<file path="config.mk">
export PLATFORM = sky130hd
export DESIGN_NAME = memory_sequence_controller
export DESIGN_NICKNAME = d
export VERILOG_FILES = /design/src/rtl/memgame_pkg.sv /design/src/rtl/memgame_timer.sv /design/src/rtl/memory_sequence_controller.sv
export SDC_FILE = /design/constraint.sdc
export NUM_CORES = 1
export LEC_CHECK = 0
export CORE_MARGIN = 2
export CORE_UTILIZATION = 27
export DETAILED_ROUTE_END_ITERATION = 10
export GPL_ROUTABILITY_DRIVEN = 0
export PLACE_DENSITY = 0.58
export SYNTH_ARGS = -nofsm -noshare
export SYNTH_HDL_FRONTEND = slang
export SYNTH_SLANG_ARGS = --single-unit
</file>
<file path="constraint.sdc">
create_clock -name clk -period 2.1 [get_ports clk]
set_input_delay 0.21 -clock clk [delete_from_list [all_inputs] [get_ports clk]]
set_output_delay 0.21 -clock clk [all_outputs]
set_load 0.02 [all_outputs]
</file>
<file path="src/rtl/memgame_pkg.sv">
`default_nettype none
// ============================================================================
// Module   : memgame_pkg
// Purpose  : Shared definitions for the memory-challenge sequencing controller:
//            RAM geometry, the controller state encoding (also exported on the
//            debug port) and a small state-classification helper.
// Revision : 1.0 - initial release
// ============================================================================
package memgame_pkg;

    localparam int ADDR_W = 4;
    localparam int DATA_W = 4;

    // Encodings are visible on db_estado and must stay stable.
    typedef enum logic [3:0] {
        ST_IDLE       = 4'h0,
        ST_INIT       = 4'h1,
        ST_SHOW_ADDR  = 4'h2,
        ST_SHOW_ON    = 4'h3,
        ST_SHOW_GAP   = 4'h4,
        ST_PLAY_WAIT  = 4'h5,
        ST_PLAY_READ  = 4'h6,
        ST_PLAY_CMP   = 4'h7,
        ST_NEW_WAIT   = 4'h8,
        ST_NEW_WRITE  = 4'h9,
        ST_NEXT_ROUND = 4'hA,
        ST_WIN        = 4'hB,
        ST_LOSE       = 4'hC
    } state_e;

    // True for the three states that make up sequence playback.
    function automatic logic is_show_state(input state_e s);
        return (s == ST_SHOW_ADDR) || (s == ST_SHOW_ON) || (s == ST_SHOW_GAP);
    endfunction

endpackage
`default_nettype wire

</file>
<file path="src/rtl/memgame_timer.sv">
`default_nettype none
// ============================================================================
// Module   : memgame_timer
// Purpose  : Loadable down-counter used to time LED on/off phases.
//            A load of N-1 followed by enabled cycles gives done_o high in
//            exactly the N-th cycle after the load edge.
// Ports    : clk        - clock, rising edge
//            reset      - synchronous active-high reset (clears count)
//            load_i     - load load_val_i this edge (has priority over en_i)
//            load_val_i - value to load
//            en_i       - decrement while non-zero
//            done_o     - count has reached zero
// Revision : 1.0 - initial release
// ============================================================================
module memgame_timer #(
    parameter int WIDTH = 10
) (
    input  logic             clk,
    input  logic             reset,
    input  logic             load_i,
    input  logic [WIDTH-1:0] load_val_i,
    input  logic             en_i,
    output logic             done_o
);

    logic [WIDTH-1:0] cnt_q;
    logic [WIDTH-1:0] cnt_d;

    always_comb begin
        cnt_d = cnt_q;
        if (load_i) begin
            cnt_d = load_val_i;
        end else if (en_i && (cnt_q != '0)) begin
            cnt_d = cnt_q - 1'b1;
        end
    end

    always_ff @(posedge clk) begin
        if (reset) begin
            cnt_q <= '0;
        end else begin
            cnt_q <= cnt_d;
        end
    end

    assign done_o = (cnt_q == '0);

endmodule
`default_nettype wire

</file>
<file path="src/rtl/memory_sequence_controller.sv">
`default_nettype none
// ============================================================================
// Module   : memory_sequence_controller
// Purpose  : Round sequencer for the memory-challenge game. Plays the stored
//            sequence from the 16x4 synchronous RAM on the LEDs, checks each
//            player entry against RAM, then appends one player-chosen item.
// Ports    : clk, reset           - clock / synchronous active-high reset
//            iniciar              - start pulse (IDLE, WIN, LOSE only)
//            jogada_valida,jogada - player entry strobe and value
//            ram_q                - RAM read data (one cycle after address)
//            ram_addr/we/data     - registered RAM controls
//            leds, mostrando      - playback display and playback flag
//            rodada               - current round index
//            acertou, errou       - WIN / LOSE indication
//            db_estado            - raw state encoding for debug
// Revision : 1.0 - initial release
// ============================================================================
module memory_sequence_controller
    import memgame_pkg::*;
#(
    parameter int SHOW_CYCLES = 1000,
    parameter int GAP_CYCLES  = 250,
    parameter int LAST_ROUND  = 15
) (
    input  logic              clk,
    input  logic              reset,
    input  logic              iniciar,
    input  logic              jogada_valida,
    input  logic [DATA_W-1:0] jogada,
    input  logic [DATA_W-1:0] ram_q,
    output logic [ADDR_W-1:0] ram_addr,
    output logic              ram_we,
    output logic [DATA_W-1:0] ram_data,
    output logic [DATA_W-1:0] leds,
    output logic              mostrando,
    output logic [3:0]        rodada,
    output logic              acertou,
    output logic              errou,
    output logic [3:0]        db_estado
);

    // Timer sized for the longer of the two phases; loads hold N-1.
    localparam int unsigned c_max_cycles = (SHOW_CYCLES > GAP_CYCLES) ? SHOW_CYCLES : GAP_CYCLES;
    localparam int unsigned c_tw         = (c_max_cycles > 2) ? $clog2(c_max_cycles) : 1;
    localparam logic [c_tw-1:0] c_show_load = c_tw'(SHOW_CYCLES - 1);
    localparam logic [c_tw-1:0] c_gap_load  = c_tw'(GAP_CYCLES - 1);
    localparam logic [3:0]      c_last      = 4'(LAST_ROUND);

    state_e            state_q, state_d;
    logic [3:0]        i_q, i_d;
    logic [3:0]        rodada_q, rodada_d;
    logic [DATA_W-1:0] cap_q, cap_d;
    logic [ADDR_W-1:0] ram_addr_q, ram_addr_d;
    logic              ram_we_q, ram_we_d;
    logic [DATA_W-1:0] ram_data_q, ram_data_d;

    logic              tmr_load;
    logic [c_tw-1:0]   tmr_load_val;
    logic              tmr_en;
    logic              tmr_done;

    memgame_timer #(
        .WIDTH (c_tw)
    ) u_timer (
        .clk        (clk),
        .reset      (reset),
        .load_i     (tmr_load),
        .load_val_i (tmr_load_val),
        .en_i       (tmr_en),
        .done_o     (tmr_done)
    );

    // ------------------------------------------------------------------
    // Next-state, counters and timer control
    // ------------------------------------------------------------------
    always_comb begin
        state_d      = state_q;
        i_d          = i_q;
        rodada_d     = rodada_q;
        cap_d        = cap_q;
        tmr_load     = 1'b0;
        tmr_load_val = c_show_load;

        unique case (state_q)
            ST_IDLE: begin
                if (iniciar) begin
                    state_d = ST_INIT;
                end
            end
            ST_INIT: begin
                rodada_d = 4'd0;
                i_d      = 4'd0;
                state_d  = ST_SHOW_ADDR;
            end
            ST_SHOW_ADDR: begin
                // RAM data for item i appears during SHOW_ON.
                tmr_load     = 1'b1;
                tmr_load_val = c_show_load;
                state_d      = ST_SHOW_ON;
            end
            ST_SHOW_ON: begin
                if (tmr_done) begin
                    tmr_load     = 1'b1;
                    tmr_load_val = c_gap_load;
                    state_d      = ST_SHOW_GAP;
                end
            end
            ST_SHOW_GAP: begin
                if (tmr_done) begin
                    if (i_q < rodada_q) begin
                        i_d     = i_q + 4'd1;
                        state_d = ST_SHOW_ADDR;
                    end else begin
                        i_d     = 4'd0;
                        state_d = ST_PLAY_WAIT;
                    end
                end
            end
            ST_PLAY_WAIT: begin
                if (jogada_valida) begin
                    cap_d   = jogada;
                    state_d = ST_PLAY_READ;
                end
            end
            ST_PLAY_READ: begin
                state_d = ST_PLAY_CMP;
            end
            ST_PLAY_CMP: begin
                if (cap_q != ram_q) begin
                    state_d = ST_LOSE;
                end else if (i_q < rodada_q) begin
                    i_d     = i_q + 4'd1;
                    state_d = ST_PLAY_WAIT;
                end else if (rodada_q == c_last) begin
                    state_d = ST_WIN;
                end else begin
                    state_d = ST_NEW_WAIT;
                end
            end
            ST_NEW_WAIT: begin
                if (jogada_valida) begin
                    cap_d   = jogada;
                    state_d = ST_NEW_WRITE;
                end
            end
            ST_NEW_WRITE: begin
                state_d = ST_NEXT_ROUND;
            end
            ST_NEXT_ROUND: begin
                rodada_d = rodada_q + 4'd1;
                i_d      = 4'd0;
                state_d  = ST_SHOW_ADDR;
            end
            ST_WIN, ST_LOSE: begin
                if (iniciar) begin
                    state_d = ST_INIT;
                end
            end
            default: begin
                state_d = ST_IDLE;
            end
        endcase
    end

    assign tmr_en = (state_q == ST_SHOW_ON) || (state_q == ST_SHOW_GAP);

    // ------------------------------------------------------------------
    // RAM-side controls are computed from the upcoming state so that the
    // registered outputs are already valid during the state that owns them.
    // ------------------------------------------------------------------
    always_comb begin
        ram_addr_d = ram_addr_q;
        ram_data_d = ram_data_q;
        ram_we_d   = 1'b0;

        if (state_d == ST_SHOW_ADDR) begin
            ram_addr_d = i_d;
        end

        if ((state_q == ST_PLAY_WAIT) && (state_d == ST_PLAY_READ)) begin
            ram_addr_d = i_q;
        end

        // rodada+1 cannot wrap: NEW_WRITE is unreachable at LAST_ROUND.
        if (state_d == ST_NEW_WRITE) begin
            ram_addr_d = rodada_q + 4'd1;
            ram_data_d = cap_d;
            ram_we_d   = 1'b1;
        end
    end

    always_ff @(posedge clk) begin
        if (reset) begin
            state_q    <= ST_IDLE;
            i_q        <= '0;
            rodada_q   <= '0;
            cap_q      <= '0;
            ram_addr_q <= '0;
            ram_we_q   <= 1'b0;
            ram_data_q <= '0;
        end else begin
            state_q    <= state_d;
            i_q        <= i_d;
            rodada_q   <= rodada_d;
            cap_q      <= cap_d;
            ram_addr_q <= ram_addr_d;
            ram_we_q   <= ram_we_d;
            ram_data_q <= ram_data_d;
        end
    end

    // ------------------------------------------------------------------
    // Outputs
    // ------------------------------------------------------------------
    assign ram_addr  = ram_addr_q;
    assign ram_we    = ram_we_q;
    assign ram_data  = ram_data_q;
    assign leds      = (state_q == ST_SHOW_ON) ? ram_q : '0;
    assign mostrando = is_show_state(state_q);
    assign rodada    = rodada_q;
    assign acertou   = (state_q == ST_WIN);
    assign errou     = (state_q == ST_LOSE);
    assign db_estado = state_q;

endmodule
`default_nettype wire
</file>
Word-level counts from Yosys, hierarchy flattened
Cells that the tools add are included.
{ "op_classes": {"add_sub_neg": 3, "magnitude_cmp": 1, "n_eq_ne": 17, "n_mux": 29, "reduce_logical": 14} }
{ "ops": {"columns": ["cell", "count"], "rows": [
  ["4-bit two-way mux", 17],
  ["10-bit two-way mux", 4],
  ["4-bit one-hot mux with 10 select lines", 1],
  ["4-bit equality test (second input constant)", 7],
  ["4-bit by 3-bit equality test with 1-bit output (second input constant)", 5],
  ["4-bit by 2-bit equality test with 1-bit output (second input constant)", 3],
  ["4-bit one-hot mux with 3 select lines", 1],
  ["10-bit logical NOT", 1],
  ["10-bit nonzero test", 1],
  ["10-bit by 1-bit subtractor with 10-bit output (second input constant)", 1],
  ["4-bit by 1-bit adder with 4-bit output (second input constant)", 2],
  ["4-bit one-hot mux with 2 select lines", 1],
  ["4-bit by 1-bit equality test with 1-bit output (second input constant)", 1],
  ["4-bit logical NOT", 1],
  ["4-bit < comparator", 1],
  ["4-bit inequality test", 1],
  ["2-bit nonzero test", 2],
  ["2-bit OR reduction", 2],
  ["1-bit logical OR", 3],
  ["3-bit two-way mux", 1],
  ["3-bit nonzero test", 1],
  ["3-bit OR reduction", 1],
  ["1-bit logical AND", 2],
  ["1-bit two-way mux", 2],
  ["other kinds (2)", 2]
]} }
{ "totals": {"register_bits": 35, "out_inout_bits": 24} }

Depth between registers and ports, before layout
{ "logic_depth": {"word_depth": 9, "mapped_depth": 12} }

Hierarchy
A second synthesis with hierarchy kept.
{ "hier_totals": {"hier_cells": 293, "hier_area_um2": 2331.0} }
{ "by_module_without_submodules": {"columns": ["module", "n_inst", "cells_per_inst", "area_each_um2", "seq_area_each_um2"], "rows": [
  ["memory_sequence_controller", 1, 217, 1679.1, 500.5],
  ["memgame_timer", 1, 76, 651.9, 200.2]
]} }

Worst setup path before layout
Ideal clock, no wire load.
{ "synth_timing": {"path_kind": "register to register", "start": "reg rodada_q[2], in the netlist rodada[2]", "end": "reg ram_addr_q[2], in the netlist ram_addr[2]", "setup_ns": 0.125, "t_arrival_ns": 2.176, "t_required_ns": 1.975, "setup_slack_ns": -0.201, "path_stages_with_launch": 11, "path_buffers": 0, "synth_period_minus_slack_ns": 2.301, "path_cell_list": "dfxtp_1 inv_1 ha_1 nor3_1 nor2_1 and2_4 inv_2 o41ai_2 o211ai_1 a31oi_1 o2bb2ai_1"} }
{ "synth_via": {"elab_chain_len": 9} }
{ "synth_lines": {"columns": ["item", "line", "text"], "rows": [
  ["from (decl)", "memory_sequence_controller.sv:51", "logic [3:0] rodada_q, rodada_d;"],
  ["from (signal assigned)", "memory_sequence_controller.sv:204", "rodada_q <= rodada_d;"],
  ["branches (longest 9 deep; another with 4-bit < comparator)", null, null],
  ["to (signal assigned)", "memory_sequence_controller.sv:206", "ram_addr_q <= ram_addr_d;"],
  ["to (decl)", "memory_sequence_controller.sv:53", "logic [ADDR_W-1:0] ram_addr_q, ram_addr_d;"]
]} }
Several ways; the timed one is not identified. The select of a mux whose other input is x is not followed.
A chain may end at the register's enable or synchronous reset.

Worst setup path after layout
{ "layout_timing": {"start": "reg rodada_q[1], in the netlist rodada[1]", "end": "reg ram_addr_q[3], in the netlist ram_addr[3]"} }
Same word-level chain as after synthesis.

==> metrics.txt <==
Synth Warn # 0; vias in the first global route 2067; Hold Path Sink ram_data[0]; Clock Tree Root clkbuf_8; drt pass-1 iters 4; Remaining Overflow, GRT 0; Post-synth EDFFs 0; area grow syn2layout 44.1%; CP Data Required Time roughly 2.3 ns; Syn Inst Count 273; Sink Count 35; worst path cell trace inv_2, ha_4, a2111o_1, and2_4, a2111oi_4, buf_4, o211a_4, nor3_2, a211oi_2; fmax around 0.46 GHz; clock latency on the worst-skew pair between 0.2 and 0.3 ns; vias after detailed routing roughly 2.3k; met1 global-route usage between 20% and 30%; relative slew slack roughly 64%; Tot GR Track Use between 10% and 20%; synthesized area per cell a little over 8 sq um; Worst setup EP type flop; core box area between 8000 and 9000 sq um; # hold bufs at CTS 0; die footprint slightly above 9000 sq um; Yosys reg bits 35; commonest non-fill, non-tap cells in the layout buf_4, nand2_1, clkdlybuf4s50_1, nor2_1, dfxtp_1; worst-margin pin slew between 0.5 and 0.6 ns; Slew Viols, Final 0; worst min path class flop to flop; vias per cell 4.92; Power Density just over 900 nW/um^2; IO Pins 36; CTS buffer count 5; Leak about 1.3 nW; Ant. Diodes 0; Final setup viols 4; Die Wd between 90 and 100 um; clock-pin slew on the worst setup and hold paths roughly 0.070 ns; cell row count 33; Nets 379; first-pass GRT wire length just over 10000 um; total power roughly 3.0 mW; H-tree Lvls 2; FF-to-FF path depth 9; synthesized area between 2000 and 2500 sq um; Final Core Density 39.9%; final worst setup slack -0.0791 ns; Worst R2R Start rodada[1]; Filler cells around 800; Final Hold Viols 0; Iter 0 DRT Violations 130; CP max stage delay around 0.41 ns; worst vdd ir 0.464 mV; post-route ant nets 0; Slowest-stage cell, CP a2111o_1; Unique masters post-synth 61; Global Route met2 Usage between 20% and 30%; kind of critical path flop to flop; Max-cap violations 0; startpoint types flop; Post-Syn Nets around 290; post-synthesis sequential area ratio between 30% and 40%; share of layout cells above drive strength 1 about 30%; WL final between 6000 and 7000 um; GRT Max-Usage Layer met2; CTS tree yes; most common cell after layout, fill and taps aside buf_4; initial antenna violation count 0; status finished, violations left; CP max FO 5; IO Port Bufs 35; largest net degree at the start of global routing 21; met3 Usage GRT around 3.2%; reg2reg end ram_addr[3]; Hold Crit Depth 2; DRC 0; maximum buffer depth of the clock tree 2; die height between 90 and 100 um; WP data arrival 2.40 ns; Hold Crit Start ram_data[0]; Initial Util between 20% and 30%; Async S/R FF share, synth 0%; final clock skew 0.0101 ns; WL per Instance around 14 um; post-route clock period utilization 104%; start point of the critical path rodada[1]; R2R Setup Slk -0.08 ns; unrepaired setup endpoints after global routing yes; minimum clock period approximately 2.2 ns; post-DP HPWL roughly 4900 um; violated checks negative setup slack; ys flop type dfxtp_1
registers in the layout (all words and copies together), names as in the netlist:
name           count
cap_q              4
db_estado          4
ram_we             1
ram_addr           4
i_q                4
rodada             4
u_timer.cnt_q     10
ram_data           4
synthesized netlist by cell type, types with 4 or more instances:
cell type  instances  area share (%)
nor2_1            28             4.7
buf_6              4             2.0
nor3_1             7             1.6
dfxtp_1           35              31
clkbuf_1           4            0.67
mux2i_1            6             2.7
and2_1             5             1.4
nand2b_1           6             1.7
a31oi_1            6             1.7
inv_1              9             1.5
xnor2_1            9             3.5
a211oi_1           5             1.7
a21oi_1           21             4.7
nor2b_1            7             1.9
ha_1               7             3.9
nand3_1           10             2.2
o21ai_0           12             2.7
nand2_1           29             4.8
layout make-up:
type                       instances  area (sq um)  area share (%)
multi-input combinational        214          1500            46.1
timing repair buffer              92           773            23.8
sequential                        35           716            22.1
tap                              105           131            4.05
clock buffer                       7          76.3            2.35
inverter                          12          47.5            1.46
clock inverter                     1          5.00           0.154
routing by layer:
layer | vias to the layer above | part of all wire (%)
li1 | 1163 | -
met1 | 1057 | 48
met2 | 65 | 44
met3 | 8 | 5.4
met4 | 0 | 1.9
met5 | - | 0
cells by family (layout without fill, tap and decap cells):
| family | count (synthesis) | in the layout | synth area share, % |
|---|---|---|---|
| flip-flops | 35 | 35 | 31.1 |
| XOR/XNOR | 10 | 10 | 3.89 |
| buffers and inverters | 24 | 112 | 6.00 |
| adder cells (fa/ha/maj) | 7 | 7 | 3.89 |
| AO/OA/AOI/OAI | 77 | 77 | 24.3 |
| AND/OR/NAND/NOR | 114 | 114 | 28.2 |
| multiplexers | 6 | 6 | 2.67 |
report_power, final:
group | switching, mW | internal, mW | leakage [nW]
Clock | 0.251 | 0.233 | 0.0422
Sequential | 0.130 | 0.766 | 0.288
Combinational | 0.789 | 0.788 | 0.962
Total | 1.17 | 1.79 | 1.29
metrics by stage:
stage | instance area (sq um) | std cells | TNS (ns) | hold WS [ns] | setup WS (ns)
global route | 3250 | 466 | -0.686 | 0.483 | -0.176
finish | 3250 | 466 | -0.234 | 0.454 | -0.0791
detailed placement | 3050 | 452 | -0.658 | 0.449 | -0.167
global placement | 3050 | 452 | -0.519 | 0.445 | -0.151
floorplan | 2270 | 273 | -0.0808 | 0.346 | -0.0318
CTS | 3170 | 463 | -0.301 | 0.457 | -0.0918
worst max-delay path by stage:
stage                  endpoint  slack, ns  depth (start not counted)
finish              ram_addr[3]      -0.08                          9
global route        ram_addr[3]      -0.18                          9
CTS                 ram_addr[1]      -0.09                          8
detailed placement  ram_addr[2]      -0.17                          8
global placement    ram_addr[2]      -0.15                         10
floorplan           ram_addr[2]      -0.03                          8
worst max-delay path, delay by kind of cell (launching register included):
family / cells / cell delay [ns]
DFF: 1 / 0.35
adders and majority gates: 1 / 0.22
AOI/OAI and AO/OA: 4 / 1.08
buffers and inverters: 2 / 0.22
and+or+nand+nor: 2 / 0.25
timing repair:
item	in CTS	in global routing
pin swaps	8	6
endpoints found under the setup margin	13	12
setup buffers	3	3
resized for setup	16	10
Power figures use the tool's default switching activity.
